## config.mk

```make
export PLATFORM = sky130hd
export DESIGN_NAME = systolic_result_writer
export DESIGN_NICKNAME = d
export VERILOG_FILES = /design/src/rtl/tpu_pkg.sv /design/src/rtl/result_fifo.sv /design/src/rtl/systolic_result_writer.sv
export SDC_FILE = /design/constraint.sdc
export NUM_CORES = 2
export LEC_CHECK = 0
export CAP_MARGIN = 20
export CORE_AREA = 2 2 608 610
export CTS_CLUSTER_DIAMETER = 50
export DETAILED_ROUTE_END_ITERATION = 10
export DIE_AREA = 0 0 610 612
export GPL_TIMING_DRIVEN = 0
export PLACE_DENSITY_LB_ADDON = 0.12
export SYNTH_ARGS = -nofsm -noshare
export SYNTH_HDL_FRONTEND = slang
export SYNTH_SLANG_ARGS = --single-unit
```

## constraint.sdc

```tcl
create_clock -name clk -period 76 [get_ports clk]
set_clock_uncertainty 0.2 [all_clocks]
set_input_delay 15.2 -clock clk [delete_from_list [all_inputs] [get_ports clk]]
set_output_delay 15.2 -clock clk [all_outputs]
set_load 0.01 [all_outputs]
```

## src/rtl/tpu_pkg.sv

```systemverilog
`timescale 1ns/1ps
`default_nettype none
// ============================================================================
//  Module      : tpu_pkg
//  Description : Shared types and helpers for the systolic result path:
//                writer FSM state encoding, default lane widths and the
//                accumulator-to-storage lane narrowing function.
//                Build option RESULT_SAT_EN selects saturating narrowing;
//                without it lanes are plainly truncated.
//  Revision    : 1.0 - initial release
// ============================================================================
package tpu_pkg;

    localparam int ACC_WIDTH_DEF = 32;
    localparam int OUT_WIDTH_DEF = 16;

    // Widest lane the narrowing helper handles; callers sign-extend into it.
    localparam int LANE_MAX_W = 64;

    typedef enum logic [1:0] {
        IDLE   = 2'd0,
        ACTIVE = 2'd1,
        DRAIN  = 2'd2,
        DONE   = 2'd3
    } wr_state_t;

    // Narrow a sign-extended lane to out_w bits; caller keeps the low out_w bits.
    function automatic logic [LANE_MAX_W-1:0] narrow_lane(
        input logic signed [LANE_MAX_W-1:0] v,
        input int unsigned                  out_w
    );
`ifdef RESULT_SAT_EN
        logic signed [LANE_MAX_W-1:0] hi;
        logic signed [LANE_MAX_W-1:0] lo;
        hi = (64'sd1 <<< (out_w - 1)) - 64'sd1;
        lo = -(64'sd1 <<< (out_w - 1));
        if (v > hi)
            return hi;
        else if (v < lo)
            return lo;
        else
            return v;
`else
        // Pure truncation: mask only, no magnitude compare.
        return v & ((64'd1 << out_w) - 64'd1);
`endif
    endfunction

endpackage
`default_nettype wire

```

## src/rtl/result_fifo.sv

```systemverilog
`timescale 1ns/1ps
`default_nettype none
// ============================================================================
//  Module      : result_fifo
//  Description : Synchronous FIFO with a registered head word. The head
//                register is loaded with the next-cycle head so a word pushed
//                into an empty FIFO is visible on dout the following cycle.
//                Simultaneous push and pop is legal when full.
//  Revision    : 1.0 - initial release
// ============================================================================
module result_fifo #(
    parameter int WIDTH = 8,
    parameter int DEPTH = 4
) (
    input  logic                       clk,
    input  logic                       rst_n,
    input  logic                       push,
    input  logic                       pop,
    input  logic [WIDTH-1:0]           din,
    output logic [WIDTH-1:0]           dout,
    output logic                       full,
    output logic                       empty,
    output logic [$clog2(DEPTH):0]     count
);

    localparam int PTR_W = $clog2(DEPTH);
    localparam int CNT_W = PTR_W + 1;

    logic [WIDTH-1:0] mem [DEPTH];
    logic [PTR_W-1:0] wr_ptr;
    logic [PTR_W-1:0] rd_ptr;
    logic [PTR_W-1:0] rd_ptr_nxt;
    logic [CNT_W-1:0] cnt;
    logic [CNT_W-1:0] cnt_nxt;

    // Next read pointer and occupancy after this cycle's push/pop.
    always_comb begin
        rd_ptr_nxt = rd_ptr + PTR_W'(pop);
        cnt_nxt    = cnt + CNT_W'(push) - CNT_W'(pop);
    end

    assign full  = (cnt == CNT_W'(DEPTH));
    assign count = cnt;

    // Storage array; contents need no reset because occupancy guards reads.
    always_ff @(posedge clk) begin
        if (push)
            mem[wr_ptr] <= din;
    end

    // Pointers, occupancy and the registered head word.
    always_ff @(posedge clk) begin
        if (!rst_n) begin
            wr_ptr <= '0;
            rd_ptr <= '0;
            cnt    <= '0;
            empty  <= 1'b1;
            dout   <= '0;
        end else begin
            wr_ptr <= wr_ptr + PTR_W'(push);
            rd_ptr <= rd_ptr_nxt;
            cnt    <= cnt_nxt;
            empty  <= (cnt_nxt == '0);
            // Empty next cycle: hold the last head so dout stays stable.
            if (cnt_nxt != '0) begin
                if ((cnt - CNT_W'(pop)) == '0)
                    dout <= din;              // only entry is the one being pushed
                else
                    dout <= mem[rd_ptr_nxt];
            end
        end
    end

endmodule
`default_nettype wire

```

## src/rtl/systolic_result_writer.sv

```systemverilog
`timescale 1ns/1ps
`default_nettype none
// ============================================================================
//  Module      : systolic_result_writer
//  Description : Captures finished result rows from the systolic controller,
//                narrows each lane to storage width, tags the row with an
//                output-SRAM address and buffers it in a small FIFO, then
//                drains rows over a stallable valid/ready request port.
//                Signals completion once the run is done and drained.
//                Build option RESULT_SAT_EN: saturating lane narrowing.
//  Revision    : 1.0 - initial release
// ============================================================================
module systolic_result_writer
    import tpu_pkg::*;
#(
    parameter int ARRAY_SIZE   = 32,
    parameter int ACC_WIDTH    = ACC_WIDTH_DEF,
    parameter int OUT_WIDTH    = OUT_WIDTH_DEF,
    parameter int ROWS_PER_SET = 64,
    parameter int ADDR_WIDTH   = 8,
    parameter int FIFO_DEPTH   = 4
) (
    input  logic                            clk,
    input  logic                            rst_n,
    input  logic                            wr_en_in,
    input  logic [5:0]                      row_index_in,
    input  logic [1:0]                      data_set_in,
    input  logic [ARRAY_SIZE*ACC_WIDTH-1:0] row_data_in,
    input  logic                            tpu_done_in,
    output logic                            sram_req,
    input  logic                            sram_ready,
    output logic [ADDR_WIDTH-1:0]           sram_addr,
    output logic [ARRAY_SIZE*OUT_WIDTH-1:0] sram_wdata,
    output logic                            busy,
    output logic                            writer_done,
    output logic                            overflow_err
);

    localparam int DATA_W = ARRAY_SIZE * OUT_WIDTH;
    localparam int WORD_W = ADDR_WIDTH + DATA_W;
    localparam int CNT_W  = $clog2(FIFO_DEPTH) + 1;

    wr_state_t          state;
    logic [DATA_W-1:0]  narrowed;
    logic [ADDR_WIDTH-1:0] row_addr;
    logic [WORD_W-1:0]  fifo_dout;
    logic               fifo_full;
    logic               fifo_empty;
    logic [CNT_W-1:0]   fifo_count;
    logic [CNT_W-1:0]   level_nxt;
    logic               push;
    logic               pop;
    logic               fifo_drained;

    // Per-lane narrowing at push time.
    genvar gi;
    generate
        for (gi = 0; gi < ARRAY_SIZE; gi++) begin : g_lane
            assign narrowed[gi*OUT_WIDTH +: OUT_WIDTH] = OUT_WIDTH'(narrow_lane(
                64'(signed'(row_data_in[gi*ACC_WIDTH +: ACC_WIDTH])), OUT_WIDTH));
        end
    endgenerate

    // Full-width address then wrap to the SRAM address width.
    assign row_addr = ADDR_WIDTH'(32'(data_set_in) * 32'(ROWS_PER_SET) + 32'(row_index_in));

    // A full FIFO still accepts a row when the head leaves in the same cycle.
    assign pop          = !fifo_empty && sram_ready;
    assign push         = wr_en_in && (!fifo_full || pop);
    assign level_nxt    = fifo_count + CNT_W'(push) - CNT_W'(pop);
    assign fifo_drained = (level_nxt == '0);

    result_fifo #(
        .WIDTH (WORD_W),
        .DEPTH (FIFO_DEPTH)
    ) u_fifo (
        .clk   (clk),
        .rst_n (rst_n),
        .push  (push),
        .pop   (pop),
        .din   ({row_addr, narrowed}),
        .dout  (fifo_dout),
        .full  (fifo_full),
        .empty (fifo_empty),
        .count (fifo_count)
    );

    assign {sram_addr, sram_wdata} = fifo_dout;

    // Request valid and sticky drop flag, both registered.
    always_ff @(posedge clk) begin
        if (!rst_n) begin
            sram_req     <= 1'b0;
            overflow_err <= 1'b0;
        end else begin
            sram_req <= !fifo_drained;
            if (wr_en_in && !push)
                overflow_err <= 1'b1;
        end
    end

    // Run-tracking FSM with registered busy / writer_done.
    always_ff @(posedge clk) begin
        if (!rst_n) begin
            state       <= IDLE;
            busy        <= 1'b0;
            writer_done <= 1'b0;
        end else begin
            busy        <= 1'b1;
            writer_done <= 1'b0;
            case (state)
                IDLE: begin
                    if (tpu_done_in) begin
                        // Empty run completes at once; a coincident row drains first.
                        state       <= wr_en_in ? DRAIN : DONE;
                        writer_done <= !wr_en_in;
                    end else if (wr_en_in) begin
                        state <= ACTIVE;
                    end else begin
                        busy <= 1'b0;
                    end
                end
                ACTIVE: begin
                    if (tpu_done_in)
                        state <= DRAIN;
                end
                DRAIN: begin
                    if (fifo_drained) begin
                        state       <= DONE;
                        writer_done <= 1'b1;
                    end
                end
                DONE: begin
                    state <= IDLE;
                    busy  <= 1'b0;
                end
                default: begin
                    state <= IDLE;
                    busy  <= 1'b0;
                end
            endcase
        end
    end

endmodule
`default_nettype wire

```

==> metrics.cfg <==
[clocking]
clk_root_buffer_cell = sky130_fd_sc_hd__clkbuf_16
cts_resized = 0
cts_post_setup_buffers_inserted = 0
clk_latency_ns = 0.92
cts.sink_count = 2614
cts_buffers = 392
holdBufCountCts = 0
tritoncts_clock_tree = yes
maximum_buffer_depth_of_the_clock_tree = 4
cts.clk_slew.worst_paths_ns = 0.05
htree_levels = 5

[synthesis]
ys.warnings.count = 0
yosysUniqueCellTypes = 39
syn_inst_count = 4529
syn_avg_cell_area_um2 = 21.67
netlist_area_um2 = 98130
synthesis.nets = 5577
synth_sequential_area_ratio = 0.7454
ys_async_sr_fraction = 0
ys_ff_latch = 2614
count_of_flip_flops_with_a_built_in_enable_after_synthesis = 2080
postSynth.topFlopCell = sky130_fd_sc_hd__edfxtp_1

[placed_design]
hpwl_um = 235300
port-buffer-count = 1048
post_dp_cell_area_um2 = 117700
placedCellCount = 10650
gpl.final_weighted_congestion = 0.7276

[grt]
grt_antenna_before_repair = 216
groute.usage.overall = 0.1707
first_global_vias = 54770
grt_first_pass_wirelength_um = 449600
maximum_number_of_pins_on_one_net_before_global_route_repair = 43
grt_remaining_overflow = 0

[worst_setup_path]
path_buf_inv = 5
worst_path_dominant_cell_family = buffers and inverters
crit_chain = clkdlybuf4s50_1 > nand2b_1 > inv_1 > ha_1 > inv_1 > ha_1 > fa_1 > xor3_2 > nand2_2 > nor2_4 > buf_2 > buf_2 > o2bb2ai_1
crit_required_ns = 76.62
timing.critical_path.to_type = flop
timing_worst_setup_path_type = in -> reg
critical_path.max_fanout = 11
timing.critical_path.arrival_ns = 19.20
cp-start-kind = input port
cp_slowest_cell = sky130_fd_sc_hd__buf_2
critical-path-max-stage-delay_ns = 0.61

[timing]
max_freq_ghz = 0.05383
tightest_slew_ns = 0.9488
slew_viol_final = 0
minimum_clock_period_after_layout_ns = 18.58
setup_viol = 0
fin_crit_sh = 0.2445
finalHoldViolCount = 0
post_route_setup_tns_ns = 0
grt_setup_unrepaired = false
slew_headroom = 0.3640

[floorplanning]
core_area_um2 = 367200
die_w_um = 610
floorplan.io_pins = 1561
start_util = 0.2672
floorplan.die_area_um2 = 373300
rows = 223
fp.dieH_um = 612

[pwr]
power.internal_uw = 3742
seq_power_share = 0.337
p_switching_uw = 1846
power.share.clock = 0.330
leakage_uw = 0.04491
power-per-cell-area_nw_per_um2 = 42.53
power.combinational.fraction = 0.333
vdd.ir_drop.worst_uv = 22.12
power_switching_share = 0.3304
totalPowerFinal_uw = 5588

[layout]
syn2layout_area_growth_pct = 33.90
layout-drive-gt1-share = 0.2908
layout_common_cells = sky130_fd_sc_hd__edfxtp_1 (2080), sky130_fd_sc_hd__clkdlybuf4s50_1 (1048), sky130_fd_sc_hd__dfxtp_1 (534)
nFillCells = 34410
finish.net_count = 7258
finalInstanceArea_um2 = 131400
finish.cell_count_without_fillers = 11450
final_common_cell = sky130_fd_sc_hd__edfxtp_1

[detailed_routing]
drc = 0
vias = 52340
wirelength_um = 326600
routedWlPerCell_um = 28.52
antenna_left = 0
firstDrtPassIters = 7
drt_iter0_markers = 3463
viasPerCell = 4.572

[status]
run_status = completed

[job]
max_capacitance_violation_count = 0

[hold_path]
hold_class = reg -> reg

power groups by stage:
stage	Sequential (µW)	Combinational, µW	Clock, µW
after global placement	2280	1850	0
after global routing	1900	2010	1960
after detailed placement	1910	1910	0
final	1880	1860	1850
after CTS	1880	1920	1900
after floorplan	2110	1040	0
cells in the mapped netlist (2+ instances only):
library cell	count	share of area
sky130_fd_sc_hd__nand2b_1	2	0.00013
sky130_fd_sc_hd__o2bb2ai_1	320	0.029
sky130_fd_sc_hd__nor2_4	2	0.00023
sky130_fd_sc_hd__buf_4	51	0.0039
sky130_fd_sc_hd__nand3_1	2	0.00010
sky130_fd_sc_hd__clkbuf_4	5	0.00038
sky130_fd_sc_hd__mux2i_1	521	0.053
sky130_fd_sc_hd__nand2_1	4	0.00015
sky130_fd_sc_hd__nor3b_1	2	0.00015
sky130_fd_sc_hd__a21oi_1	5	0.00025
sky130_fd_sc_hd__buf_2	197	0.010
sky130_fd_sc_hd__edfxtp_1	2080	0.64
sky130_fd_sc_hd__dfxtp_1	534	0.11
sky130_fd_sc_hd__clkbuf_1	6	0.00023
sky130_fd_sc_hd__nor2_1	8	0.00031
sky130_fd_sc_hd__mux4_2	520	0.12
sky130_fd_sc_hd__ha_1	10	0.0013
sky130_fd_sc_hd__buf_6	27	0.0031
sky130_fd_sc_hd__and2_1	5	0.00032
sky130_fd_sc_hd__inv_1	10	0.00038
sky130_fd_sc_hd__o2bb2ai_2	200	0.031
registers in the layout, indices dropped and copies added, names as in the netlist:
| signal | cells |
|---|---|
| busy | 1 |
| overflow_err | 1 |
| sram_req | 1 |
| state | 2 |
| u_fifo.count | 3 |
| u_fifo.dout | 520 |
| u_fifo.empty | 1 |
| u_fifo.mem | 2080 |
| u_fifo.rd_ptr | 2 |
| u_fifo.wr_ptr | 2 |
| writer_done | 1 |
cell families after synthesis:
kind of cell / after synthesis / share of synthesized area
AO/OA/AOI/OAI: 529 / 0.05975
adder cells (fa/ha/maj): 11 / 0.001479
flip-flops: 2614 / 0.7454
AND/OR/NAND/NOR: 31 / 0.001785
buffers and inverters: 298 / 0.01822
multiplexers: 1042 / 0.1726
XOR/XNOR: 4 / 0.0007141
cell type report:
type	count	area, µm²	share of cell area
flip-flops and latches	2614	73150	0.5567
multi-input cells	1617	23210	0.1766
repair buffers	1287	13470	0.1025
clock buffers	480	10520	0.08003
well taps	4837	6052	0.04606
clock inverters	262	3072	0.02338
plain buffers	287	1747	0.01329
diodes	55	137.6	0.001047
inverters	11	41.29	0.0003142
worst register-to-register path, stage by stage, from the launching register on:
cell and delay [ns]:
sky130_fd_sc_hd__dfxtp_1 0.30, sky130_fd_sc_hd__nand2b_1 0.26, sky130_fd_sc_hd__inv_1 0.12, sky130_fd_sc_hd__ha_1 0.29, sky130_fd_sc_hd__inv_1 0.05, sky130_fd_sc_hd__ha_1 0.19
sky130_fd_sc_hd__fa_1 0.41, sky130_fd_sc_hd__xor3_2 0.35, sky130_fd_sc_hd__nand2_2 0.10, sky130_fd_sc_hd__nor2_4 0.55, sky130_fd_sc_hd__buf_2 0.63, sky130_fd_sc_hd__buf_2 0.51
sky130_fd_sc_hd__o2bb2ai_1 0.18
through the flow:
stage | setup WS (ns) | hold slack [ns] | util
2_1_floorplan | 20.85 | 0.2677 | -
3_3_place_gp | -26.72 | 0.2436 | 0.3123
5_1_grt | 57.23 | 0.2750 | 0.3576
3_5_place_dp | 56.42 | 0.2466 | 0.3205
6_report | 57.42 | 0.2582 | 0.3578
4_1_cts | 57.41 | 0.2627 | 0.3575
routing by layer:
metal	vias to the layer above	global-route usage	routed length (µm)
li1	22650	-	-
met1	27050	0.2165	136400
met2	1769	0.2556	144400
met3	720	0.07720	33440
met4	150	0.06130	11440
met5	-	0	962
worst paths after layout:
check | endpoint | slack (ns) | cells past startpoint | from
worst min register to register | u_fifo.dout[514] | 0.26 | 1 | u_fifo.dout[514]
worst max register to register | u_fifo.dout[52] | 71.78 | 12 | u_fifo.empty
worst min-delay path | u_fifo.dout[514] | 0.26 | 1 | u_fifo.dout[514]
worst max-delay path | u_fifo.dout[52] | 57.42 | 13 | sram_ready
No activity file was read; power rests on OpenSTA's default activity.
